[src/rtl/vga_spectrum_renderer.sv]
// VGA timing generator and N-bar spectrum renderer on a single pixel clock.
// Bin magnitudes go into a staging bank. A commit arms a copy into the active
// bank, and that copy happens on the first vblank line. Each bar has a
// peak-hold marker that decays once per frame. The vertical colour gradient
// has three zones. Pixel outputs come two clocks after the scan counters.
module vga_spectrum_renderer #(
    parameter int H_DISPLAY   = 640,
    parameter int H_FRONT     = 16,
    parameter int H_SYNC      = 96,
    parameter int H_BACK      = 48,
    parameter int V_DISPLAY   = 480,
    parameter int V_FRONT     = 10,
    parameter int V_SYNC      = 2,
    parameter int V_BACK      = 33,
    parameter int NUM_BARS    = 16,
    parameter int BAR_GAP     = 2,
    parameter int DATA_W      = 24,
    parameter int SCALE_SHIFT = 6,
    parameter int PEAK_DECAY  = 4
) (
    input  logic                        clk,
    input  logic                        rst_n,
    input  logic                        bin_valid,
    input  logic [$clog2(NUM_BARS)-1:0] bin_idx,
    input  logic [DATA_W-1:0]           bin_data,
    input  logic                        bin_commit,
    output logic                        hsync,
    output logic                        vsync,
    output logic                        de,
    output logic [3:0]                  r,
    output logic [3:0]                  g,
    output logic [3:0]                  b,
    output logic                        frame_update
);

    localparam int H_TOTAL = H_DISPLAY + H_FRONT + H_SYNC + H_BACK;
    localparam int V_TOTAL = V_DISPLAY + V_FRONT + V_SYNC + V_BACK;
    localparam int BAR_W   = H_DISPLAY / NUM_BARS;
    localparam int HW      = $clog2(H_TOTAL);
    localparam int VW      = $clog2(V_TOTAL);
    localparam int YW      = $clog2(V_DISPLAY + 1);
    localparam int IW      = $clog2(NUM_BARS);
    localparam int BXW     = (BAR_W > 1) ? $clog2(BAR_W) : 1;

    // Convert a signed magnitude into a bar height. A negative value gives
    // height 0. A positive value is scaled down and clamped to the screen height.
    function automatic logic [YW-1:0] mag_to_height(input logic [DATA_W-1:0] mag);
        logic [DATA_W-1:0] shifted;
        shifted = mag >> SCALE_SHIFT;
        if (mag[DATA_W-1]) begin
            mag_to_height = {YW{1'b0}};
        end else if (shifted > DATA_W'(V_DISPLAY)) begin
            mag_to_height = YW'(V_DISPLAY);
        end else begin
            mag_to_height = shifted[YW-1:0];
        end
    endfunction

    // Scan state
    logic [HW-1:0]  hcount_r;
    logic [VW-1:0]  vcount_r;
    logic [BXW-1:0] bar_x_r;
    logic [IW-1:0]  bar_idx_r;
    logic           h_last_s;
    logic           v_last_s;
    logic           hsync_raw_s;
    logic           vsync_raw_s;
    logic           de_raw_s;
    logic           update_s;

    // Bar banks
    logic [YW-1:0]  staging_r    [NUM_BARS];
    logic [YW-1:0]  active_r     [NUM_BARS];
    logic [YW-1:0]  peak_r       [NUM_BARS];
    logic [YW-1:0]  new_active_s [NUM_BARS];
    logic [YW-1:0]  peak_next_s  [NUM_BARS];
    logic [YW-1:0]  wr_height_s;
    logic           commit_pending_r;

    // Pipeline stage 1
    logic [YW-1:0]  s1_height_r;
    logic [YW-1:0]  s1_peak_r;
    logic           s1_gap_r;
    logic [VW-1:0]  s1_y_r;
    logic           s1_de_r;
    logic           s1_hsync_r;
    logic           s1_vsync_r;
    logic [11:0]    color_s;

    // Decode wrap points, the raw sync/blank windows and the frame-update cycle
    always_comb begin
        h_last_s    = (hcount_r == HW'(H_TOTAL - 1));
        v_last_s    = (vcount_r == VW'(V_TOTAL - 1));
        hsync_raw_s = !((hcount_r >= HW'(H_DISPLAY + H_FRONT)) &&
                        (hcount_r <  HW'(H_DISPLAY + H_FRONT + H_SYNC)));
        vsync_raw_s = !((vcount_r >= VW'(V_DISPLAY + V_FRONT)) &&
                        (vcount_r <  VW'(V_DISPLAY + V_FRONT + V_SYNC)));
        de_raw_s    = (hcount_r < HW'(H_DISPLAY)) && (vcount_r < VW'(V_DISPLAY));
        update_s    = (hcount_r == {HW{1'b0}}) && (vcount_r == VW'(V_DISPLAY));
        wr_height_s = mag_to_height(bin_data);
    end

    // Pixel/line counters plus column trackers, so no divider is needed to find the bar
    always_ff @(posedge clk or negedge rst_n) begin
        if (!rst_n) begin
            hcount_r  <= {HW{1'b0}};
            vcount_r  <= {VW{1'b0}};
            bar_x_r   <= {BXW{1'b0}};
            bar_idx_r <= {IW{1'b0}};
        end else if (h_last_s) begin
            hcount_r  <= {HW{1'b0}};
            bar_x_r   <= {BXW{1'b0}};
            bar_idx_r <= {IW{1'b0}};
            vcount_r  <= v_last_s ? {VW{1'b0}} : vcount_r + VW'(1);
        end else begin
            hcount_r <= hcount_r + HW'(1);
            if (bar_x_r == BXW'(BAR_W - 1)) begin
                bar_x_r <= {BXW{1'b0}};
                // Stop on the last bar so that blanking columns never index past the bank
                if (bar_idx_r != IW'(NUM_BARS - 1)) begin
                    bar_idx_r <= bar_idx_r + IW'(1);
                end
            end else begin
                bar_x_r <= bar_x_r + BXW'(1);
            end
        end
    end

    // Compute each bar's post-copy height and its peak-hold value for the update cycle
    always_comb begin
        for (int i = 0; i < NUM_BARS; i++) begin
            new_active_s[i] = active_r[i];
            peak_next_s[i]  = {YW{1'b0}};
            if (update_s && commit_pending_r) begin
                new_active_s[i] = staging_r[i];
            end else begin
                new_active_s[i] = active_r[i];
            end
            if (peak_r[i] > YW'(PEAK_DECAY)) begin
                peak_next_s[i] = peak_r[i] - YW'(PEAK_DECAY);
            end else begin
                peak_next_s[i] = {YW{1'b0}};
            end
            if (new_active_s[i] > peak_next_s[i]) begin
                peak_next_s[i] = new_active_s[i];
            end else begin
                peak_next_s[i] = peak_next_s[i];
            end
        end
    end

    // Staging writes, the commit flag, the active-bank copy and the per-frame peak decay
    always_ff @(posedge clk or negedge rst_n) begin
        if (!rst_n) begin
            for (int i = 0; i < NUM_BARS; i++) begin
                staging_r[i] <= {YW{1'b0}};
                active_r[i]  <= {YW{1'b0}};
                peak_r[i]    <= {YW{1'b0}};
            end
            commit_pending_r <= 1'b0;
            frame_update     <= 1'b0;
        end else begin
            // A write on the update cycle lands after the copy because of NBA ordering
            for (int i = 0; i < NUM_BARS; i++) begin
                if (bin_valid && (bin_idx == IW'(i))) begin
                    staging_r[i] <= wr_height_s;
                end
                if (update_s) begin
                    active_r[i] <= new_active_s[i];
                    peak_r[i]   <= peak_next_s[i];
                end
            end
            if (bin_commit) begin
                commit_pending_r <= 1'b1;
            end else if (update_s) begin
                commit_pending_r <= 1'b0;
            end
            frame_update <= update_s;
        end
    end

    // Stage 1: latch the current bar's height, its peak and the gap flag with the row and sync
    always_ff @(posedge clk or negedge rst_n) begin
        if (!rst_n) begin
            s1_height_r <= {YW{1'b0}};
            s1_peak_r   <= {YW{1'b0}};
            s1_gap_r    <= 1'b0;
            s1_y_r      <= {VW{1'b0}};
            s1_de_r     <= 1'b0;
            s1_hsync_r  <= 1'b1;
            s1_vsync_r  <= 1'b1;
        end else begin
            s1_height_r <= active_r[bar_idx_r];
            s1_peak_r   <= peak_r[bar_idx_r];
            s1_gap_r    <= ({1'b0, bar_x_r} >= (BXW + 1)'(BAR_W - BAR_GAP));
            s1_y_r      <= vcount_r;
            s1_de_r     <= de_raw_s;
            s1_hsync_r  <= hsync_raw_s;
            s1_vsync_r  <= vsync_raw_s;
        end
    end

    // Stage 2 colour: blank, then gap, then peak marker, then the lit gradient zone
    always_comb begin
        color_s = 12'h000;
        if (!s1_de_r) begin
            color_s = 12'h000;
        end else if (s1_gap_r) begin
            color_s = 12'h000;
        end else if ((s1_peak_r != {YW{1'b0}}) &&
                     (s1_y_r == VW'(V_DISPLAY) - VW'(s1_peak_r))) begin
            color_s = 12'hFFF;
        end else if (s1_y_r >= VW'(V_DISPLAY) - VW'(s1_height_r)) begin
            if (s1_y_r < VW'(V_DISPLAY / 3)) begin
                color_s = 12'hF00;
            end else if (s1_y_r < VW'((2 * V_DISPLAY) / 3)) begin
                color_s = 12'hFF0;
            end else begin
                color_s = 12'h0F0;
            end
        end else begin
            color_s = 12'h000;
        end
    end

    // Stage 2 registers: drive the connector with colour and delayed sync/blank
    always_ff @(posedge clk or negedge rst_n) begin
        if (!rst_n) begin
            hsync <= 1'b1;
            vsync <= 1'b1;
            de    <= 1'b0;
            r     <= 4'h0;
            g     <= 4'h0;
            b     <= 4'h0;
        end else begin
            hsync <= s1_hsync_r;
            vsync <= s1_vsync_r;
            de    <= s1_de_r;
            r     <= color_s[11:8];
            g     <= color_s[7:4];
            b     <= color_s[3:0];
        end
    end

endmodule

[config.mk]
export PLATFORM = sky130hd
export DESIGN_NAME = vga_spectrum_renderer
export DESIGN_NICKNAME = d
export VERILOG_FILES = /design/src/rtl/vga_spectrum_renderer.sv
export SDC_FILE = /design/constraint.sdc
export NUM_CORES = 1
export LEC_CHECK = 0
export ABC_AREA = 1
export CORE_MARGIN = 3
export CORE_UTILIZATION = 40
export DETAILED_ROUTE_END_ITERATION = 16
export SLEW_MARGIN = 20
export SYNTH_ARGS = -nofsm -noshare
export SYNTH_HDL_FRONTEND = slang
export SYNTH_SLANG_ARGS = --single-unit
[constraint.sdc]
create_clock -name clk -period 3.6 [get_ports clk]
set_input_delay 0.54 -clock clk [delete_from_list [all_inputs] [get_ports clk]]
set_output_delay 0.54 -clock clk [all_outputs]
set_load 0.005 [all_outputs]
==> results by group, run 1 <==
Placement
  • Dpl hpwl: 68,300 um
  • Buffers on Ports: 41
  • Worst slack at placement: 351 ps
  • RePlAce Congestion: 0.914

Global route
  • Vias in the first global route: 27,400
  • Pin count of the biggest net entering global routing: 98
  • Initial antenna violation count: 1
  • Wire length of the first global-routing pass: 154,000 um
  • Tot GR Track Use: 0.237
  • Remaining global-route overflow: 0

Synth
  • Synthesis warning total: 0
  • Synthesized area divided by synthesized cell count: 7.11 um2
  • Cells after Synth: 4,426
  • Fraction of synthesized cell area taken by the top area cell type: 0.396
  • Number of flops mapped to enable cells by yosys: 0
  • Count of different cell masters after synthesis: 47
  • Fraction of registers with async set or reset after synthesis: 1.00
  • Flops & latches, synth: 502
  • Mapped Nets: 4,654
  • Cell type with the highest aggregate area in the netlist: dfrtp_1
  • Fraction of the yosys area taken by sequential cells: 0.399
  • Top-count cell post-synth: nand2_1
  • Most used DFF post-synth: dfrtp_1
  • Leading post-synthesis cells by cell area: dfrtp_1, nand2_1, ha_1, nand3_1, o21ai_0
  • Top cell types by occurrence after synthesis: nand2_1, dfrtp_1, nand3_1, inv_1, nor2_1
  • Netlist area before placement: 31,500 um2

Finish
  • Utilization of the core after routing: 0.457
  • Layout area overhead: 12.8%
  • Fill cell total of the finished layout: 7,894
  • Share of post-route cells with drive strength above 1: 0.0594
  • Ant diodes: 0
  • Final Net Count: 4,675

Worst setup path
  • Number of buffers and inverters on the critical path: 4
  • Cells traversed along the worst timing path: inv_2, nand2_1, nor2_4, nand3_2, nor2_4, buf_12, buf_4, nand3_1, nand2_1, ha_1, a21o_1, nor2_1, nand3_1, nand2_1, clkinv_1, nand3_1, nand2_1, nand2_1
  • Most common cell type on the critical path: nand2_1
  • CP Launch Type: flop
  • Worst Path Class, Setup: reg -> reg
  • Highest-delay cell along the critical path: dfrtp_1
  • Kind of cell with the highest combined delay on the critical path: simple AND/OR/NAND/NOR gates
  • Critical path capture point type: flop
  • Endpoint arrival time on the critical path: 3840 ps
  • Slowest cell delay on critical path: 450 ps
  • Critical-path maximum fanout: 18
  • Critical path data required time: 4170 ps

Routing
  • Routed WL per cell: 17.6 um
  • Vias: 29,200
  • Final antenna-violating net count: 0
  • Starting DRT DRC Count: 2,840
  • Drt via density: 5.27
  • Length of the first detailed-routing pass in iterations: 5
  • DRC Markers: 0
  • Total wire length: 97,300 um

Clock tree
  • Root Driver: clkbuf_16
  • Number of buffers inserted during clock tree synthesis: 59
  • Total clock sinks: 502
  • H-tree levels: 2
  • CTS clk-pin slew, worst paths: 60 ps
  • Max clock buf depth: 3
  • Clock tree from TritonCTS: yes
  • Insertion delay of the later-clocked pin in the worst-skew pair: 660 ps

Outcome
  • Violations in the final reports: hold timing
  • Run status: finished with violations

Floorplanning
  • Count of standard-cell rows: 102
  • Die X: 287 um
  • Die area: 82,100 um2
  • Core box area: 77,700 um2
  • Chip Height: 287 um
  • Top-Level Pins: 48
  • Initial Util: 0.405

Pwr
  • Power density cells: 361 nW/um2
  • Sequential group share of total power: 0.459
  • Switching part of the total power: 0.228
  • Switch Pwr: 2.93 mW
  • Clock power share: 0.513
  • Maximum vdd drop: 370 uV
  • Internal Pwr Total: 9.89 mW
  • Power share of the combinational group: 0.028
  • Cell leakage power: 18.7 nW
  • Overall power of the completed layout: 12.8 mW

STA
  • Part of the cycle the worst path needs: 0.910
  • Highest achievable clock rate: 305 MHz
  • RSZ-0062 raised after global routing: no
  • Clock skew: 44.1 ps
  • Final Max Slew Viols: 0
  • Final setup violating endpoints: 0
  • Relative slew slack: 0.301
  • Hold_ws: -64.7 ps
  • Sum of negative setup slack: 0 ps
  • Final setup margin: 324 ps
  • Final Hold Viols: 16
  • Final Critical Period: 3280 ps
  • Actual slew at the worst max-slew pin: 1050 ps

Run
  • Number of violations of the max-capacitance limit: 0

Hold path
  • Path category of the worst min-delay check: in -> async
-- final cells by class --
cell class | count | area, um2 | share of cell area
Timing Repair Buffer | 133 | 1340 | 0.0379
Multi-Input combinational cell | 3393 | 16800 | 0.473
Clock inverter | 27 | 385 | 0.0109
Sequential cell | 502 | 12600 | 0.354
Inverter | 358 | 1350 | 0.0380
Tap cell | 1040 | 1300 | 0.0367
Clock buffer | 84 | 1760 | 0.0496
-- state kept, by name, summed over array words and instances, names as in the netlist, 4 cells and up --
register,count
bar_x_r,6
s1_peak_r,9
hcount_r,10
active_r,144
s1_y_r,10
vcount_r,10
bar_idx_r,4
staging_r,144
peak_r,144
s1_height_r,9
-- timing repair --
action / 4_1_cts / 5_1_grt
setup buffers: 0 / 0
hold buffers: 0 / 0
resized for setup: 0 / 1
endpoints found under the setup margin: 0 / 1
-- power groups by stage --
| stage | logic [mW] | clock network, mW | registers (mW) |
|---|---|---|---|
| floorplan | 0.136 | 0 | 5.96 |
| global placement | 0.363 | 0 | 5.98 |
| detailed placement | 0.371 | 0 | 5.98 |
| CTS | 0.371 | 6.70 | 5.88 |
| global route | 0.422 | 6.92 | 5.89 |
| finish | 0.360 | 6.57 | 5.88 |
-- cells in the final DEF (no fill, tap or decap), drive strengths merged, types with 40 or more instances in the layout --
cell type,count
nand3,478
a21oi,252
buf,93
dfrtp,498
o21ai,276
nor2,305
inv,342
clkbuf,84
nand2,1664
ha,196
clkdlybuf4s50,40
-- cells by family (layout without fill, tap and decap cells) --
family          after synthesis  count (layout)  share of synthesized area
compound gates              607             607                      0.104
xor+xnor                     39              39                     0.0108
fa+ha+maj                   196             196                     0.0779
buf+inv                     531             602                     0.0685
flops                       502             502                      0.399
simple gates               2551            2551                      0.340
-- per-stage QoR --
| stage | cells | cell area [um2] | hold slack (ps) |
|---|---|---|---|
| floorplan | 4426 | 31500 | 244 |
| global placement | 5426 | 33300 | 346 |
| detailed placement | 5426 | 33300 | 347 |
| CTS | 5537 | 35500 | 18.8 |
| global route | 5537 | 35500 | 48.0 |
| finish | 5537 | 35500 | -64.7 |
-- final timing paths --
kind	start	endpoint	slack (ps)	cells after the start
worst max-delay path	vcount_r[9]	peak_r[97]	320	18
worst min-delay path	rst_n	staging_r[43]	-60	1
worst max register to register	vcount_r[9]	peak_r[97]	320	18
worst min register to register	s1_hsync_r	hsync	350	0
max in group asynchronous	rst_n	staging_r[11]	2710	2
min in group clk	s1_hsync_r	hsync	350	0
-- per-layer routing --
layer	share of wire	vias to the layer above	routed length, um	global-route usage
met3	0.066	147	6410	0.0399
met4	0.032	0	3120	0.0733
met1	0.46	13700	45200	0.338
li1	-	14500	-	-
met5	0	-	0	0
met2	0.44	828	42500	0.367
Note: power is estimated with default switching activity, not from simulation.
==> run 2: changes to the inputs <==
- CORE_UTILIZATION: 40 -> 55
- PLACE_DENSITY: default -> 0.71
- TNS_END_PERCENT: default -> 10
==> run 2 against run 1 <==
Sequential share of layout area increased by 0.62 points. Critical endpoint is now peak_r[127]. Design area is 1.7% lower. Global-route usage is 7.6 points higher. The flow now finishes without violations. Critical path depth up 1. Worst hold slack better by 420 ps. Final cell count decreased by 5.6%. Sequential power is essentially flat. Non-clock buffer count is 24 lower.
==> results by group, run 2 (synthesis results as in run 1) <==
Outcome
  • Run status: finished clean

Global route
  • Initial antenna violation count: 1 (unchanged)
  • Pin count of the biggest net entering global routing: 164 (+67%)
  • Tot GR Track Use: 0.313 (+0.0762)
  • Remaining global-route overflow: 0 (unchanged)
  • Wire length of the first global-routing pass: 150,000 um (-3.1%)
  • Vias in the first global route: 27,400 (+0.088%)

Routing
  • Final antenna-violating net count: 0 (unchanged)
  • Vias: 29,400 (+0.63%)
  • DRC Markers: 0 (unchanged)
  • Length of the first detailed-routing pass in iterations: 6 (+1)
  • Routed WL per cell: 18.0 um (+2.4%)
  • Total wire length: 94,000 um (-3.3%)
  • Drt via density: 5.61 (+6.6%)
  • Starting DRT DRC Count: 2,909 (+2.4%)

Clock tree
  • H-tree levels: 2 (unchanged)
  • Insertion delay of the later-clocked pin in the worst-skew pair: 640 ps (-20 ps)
  • Max clock buf depth: 3 (unchanged)
  • Total clock sinks: 502 (unchanged)
  • CTS clk-pin slew, worst paths: 60 ps (about the same)
  • Root Driver: clkbuf_16
  • Number of buffers inserted during clock tree synthesis: 57 (-3.4%)
  • Clock tree from TritonCTS: yes

STA
  • Clock skew: 23.0 ps (-21.0 ps)
  • Final setup violating endpoints: 0 (unchanged)
  • Final Max Slew Viols: 0 (unchanged)
  • Final Critical Period: 3330 ps (+54.8 ps)
  • Relative slew slack: 0.392 (+0.0913)
  • Sum of negative setup slack: 0 ps (unchanged)
  • Highest achievable clock rate: 300 MHz (-1.6%)
  • RSZ-0062 raised after global routing: no
  • Part of the cycle the worst path needs: 0.925 (+0.0152)
  • Actual slew at the worst max-slew pin: 912 ps (-137 ps)
  • Final Hold Viols: 0 (-16)
  • Final setup margin: 270 ps (-54.8 ps)

Pwr
  • Power density cells: 356 nW/um2 (-1.4%)
  • Cell leakage power: 18.5 nW (-0.97%)
  • Overall power of the completed layout: 12.4 mW (-3.1%)
  • Maximum vdd drop: 426 uV (+15%)

Finish
  • Registers with the most flip-flops: active_r (144), peak_r (144), staging_r (144)
  • Fill cell total of the finished layout: 5,279 (-33%)
  • Most frequent standard cell in the layout excluding fill and tap cells: nand2_1
  • Layout area overhead: 10.8%
  • Share of post-route cells with drive strength above 1: 0.0537 (-0.00568)
  • Highest-count cells in the layout ignoring fill and taps: nand2_1, dfrtp_1, nand3_1
  • Final standard cell count with taps included and fillers excluded: 5,229 (-5.6%)
  • Final Net Count: 4,650 (-0.53%)
  • Finished layout cell area: 34,900 um2 (-1.7%)

Floorplanning
  • Initial Util: 0.557 (+0.152)
  • Die area: 60,200 um2 (-27%)
  • Top-Level Pins: 48 (unchanged)
  • Die X: 245 um (-14%)
  • Core box area: 56,500 um2 (-27%)
  • Chip Height: 245 um (-14%)
  • Count of standard-cell rows: 87 (-15%)

Hold path
  • Number of instances on the worst hold path: 0
  • Worst min-delay path startpoint: s1_vsync_r
  • Worst-case hold path end point: vsync
  • Path category of the worst min-delay check: reg -> reg

Placement
  • Worst slack at placement: 257 ps (-94.2 ps)
  • Dpl cell area: 32,800 um2 (-1.6%)
  • Buffers on Ports: 41 (unchanged)
  • Dpl hpwl: 66,000 um (-3.3%)
  • Number of placed instances with taps included: 5,115 (-5.7%)
  • RePlAce Congestion: 0.968 (+5.9%)

Worst setup path
  • Critical path capture point type: flop
  • CP Launch Type: flop
  • Setup slack of the most critical reg-to-reg path: 270 ps (-50 ps)
  • Critical path data required time: 4120 ps (-50 ps)
  • Worst Path Class, Setup: reg -> reg
  • Worst flop-to-flop path startpoint: hcount_r[0]
  • Number of cells on the worst reg-to-reg path: 19 (+1)
  • Endpoint arrival time on the critical path: 3850 ps (about the same)
  • Critical-path maximum fanout: 36 (+18)
  • Endpoint of the worst register-to-register path: peak_r[127]

Run
  • Number of violations of the max-capacitance limit: 0 (unchanged)
==> run 2: worst max-delay path: stages (launching register included) <==
cell and delay, ps:
dfrtp_1 410, inv_1 100, ha_1 170, nand3_1 120, nand3b_1 230, nor2_4 230
buf_12 200, buf_16 220, nand3_1 130, nand2_1 120, inv_1 50, ha_1 270
nand2_1 60, nor3_1 140, nand4_1 150, nand2_2 180, buf_4 200, a21oi_1 80
nand2_1 70, nand2_1 50
==> run 2: power breakdown <==
part	total, mW	internal [mW]	switching, mW
Clock	6.18	3.64	2.54
Combinational	0.359	0.114	0.245
Sequential	5.88	5.79	0.0921
Total	12.4	9.54	2.88
==> run 2: cell type report <==
cell class,instances,area [um2],share of cell area
antenna,3,7.51,0.000215
clock buffer,74,1590,0.0457
clock inverter,33,384,0.0110
inverter,358,1360,0.0389
multi-input combinational,3393,16800,0.481
sequential,502,12600,0.360
tap,756,946,0.0271
timing repair buffer,109,1230,0.0353
timing repair inverter,1,7.51,0.000215
==> run 2: how the worst max path moves through the flow <==
stage / from / to / slack (ps)
after floorplan: vcount_r[0] / peak_r[134] / 690
after global placement: vcount_r[0] / peak_r[107] / 290
after detailed placement: vcount_r[0] / peak_r[107] / 260
after CTS: vcount_r[0] / peak_r[107] / 240
after global routing: hcount_r[0] / peak_r[129] / 6
final: hcount_r[0] / peak_r[127] / 270
==> run 2: routing by layer <==
| metal | GRT usage | wire (um) |
|---|---|---|
| met5 | 0 | 0 |
| met4 | 0.110 | 3320 |
| met3 | 0.0533 | 7700 |
| met2 | 0.477 | 40900 |
| met1 | 0.453 | 42100 |
==> run 2: what timing repair did <==
item,CTS,global route
resized for setup,0,11
endpoints found under the setup margin,0,64
hold buffers,1,0
endpoints found under the hold margin,21,0
buffers inserted,0,1
==> run 2: stage by stage <==
stage | hold slack [ps] | util
after global routing | 362 | 0.617
final | 357 | 0.618
after CTS | 359 | 0.616
after detailed placement | 349 | 0.581
after floorplan | 244 | -
after global placement | 346 | 0.581
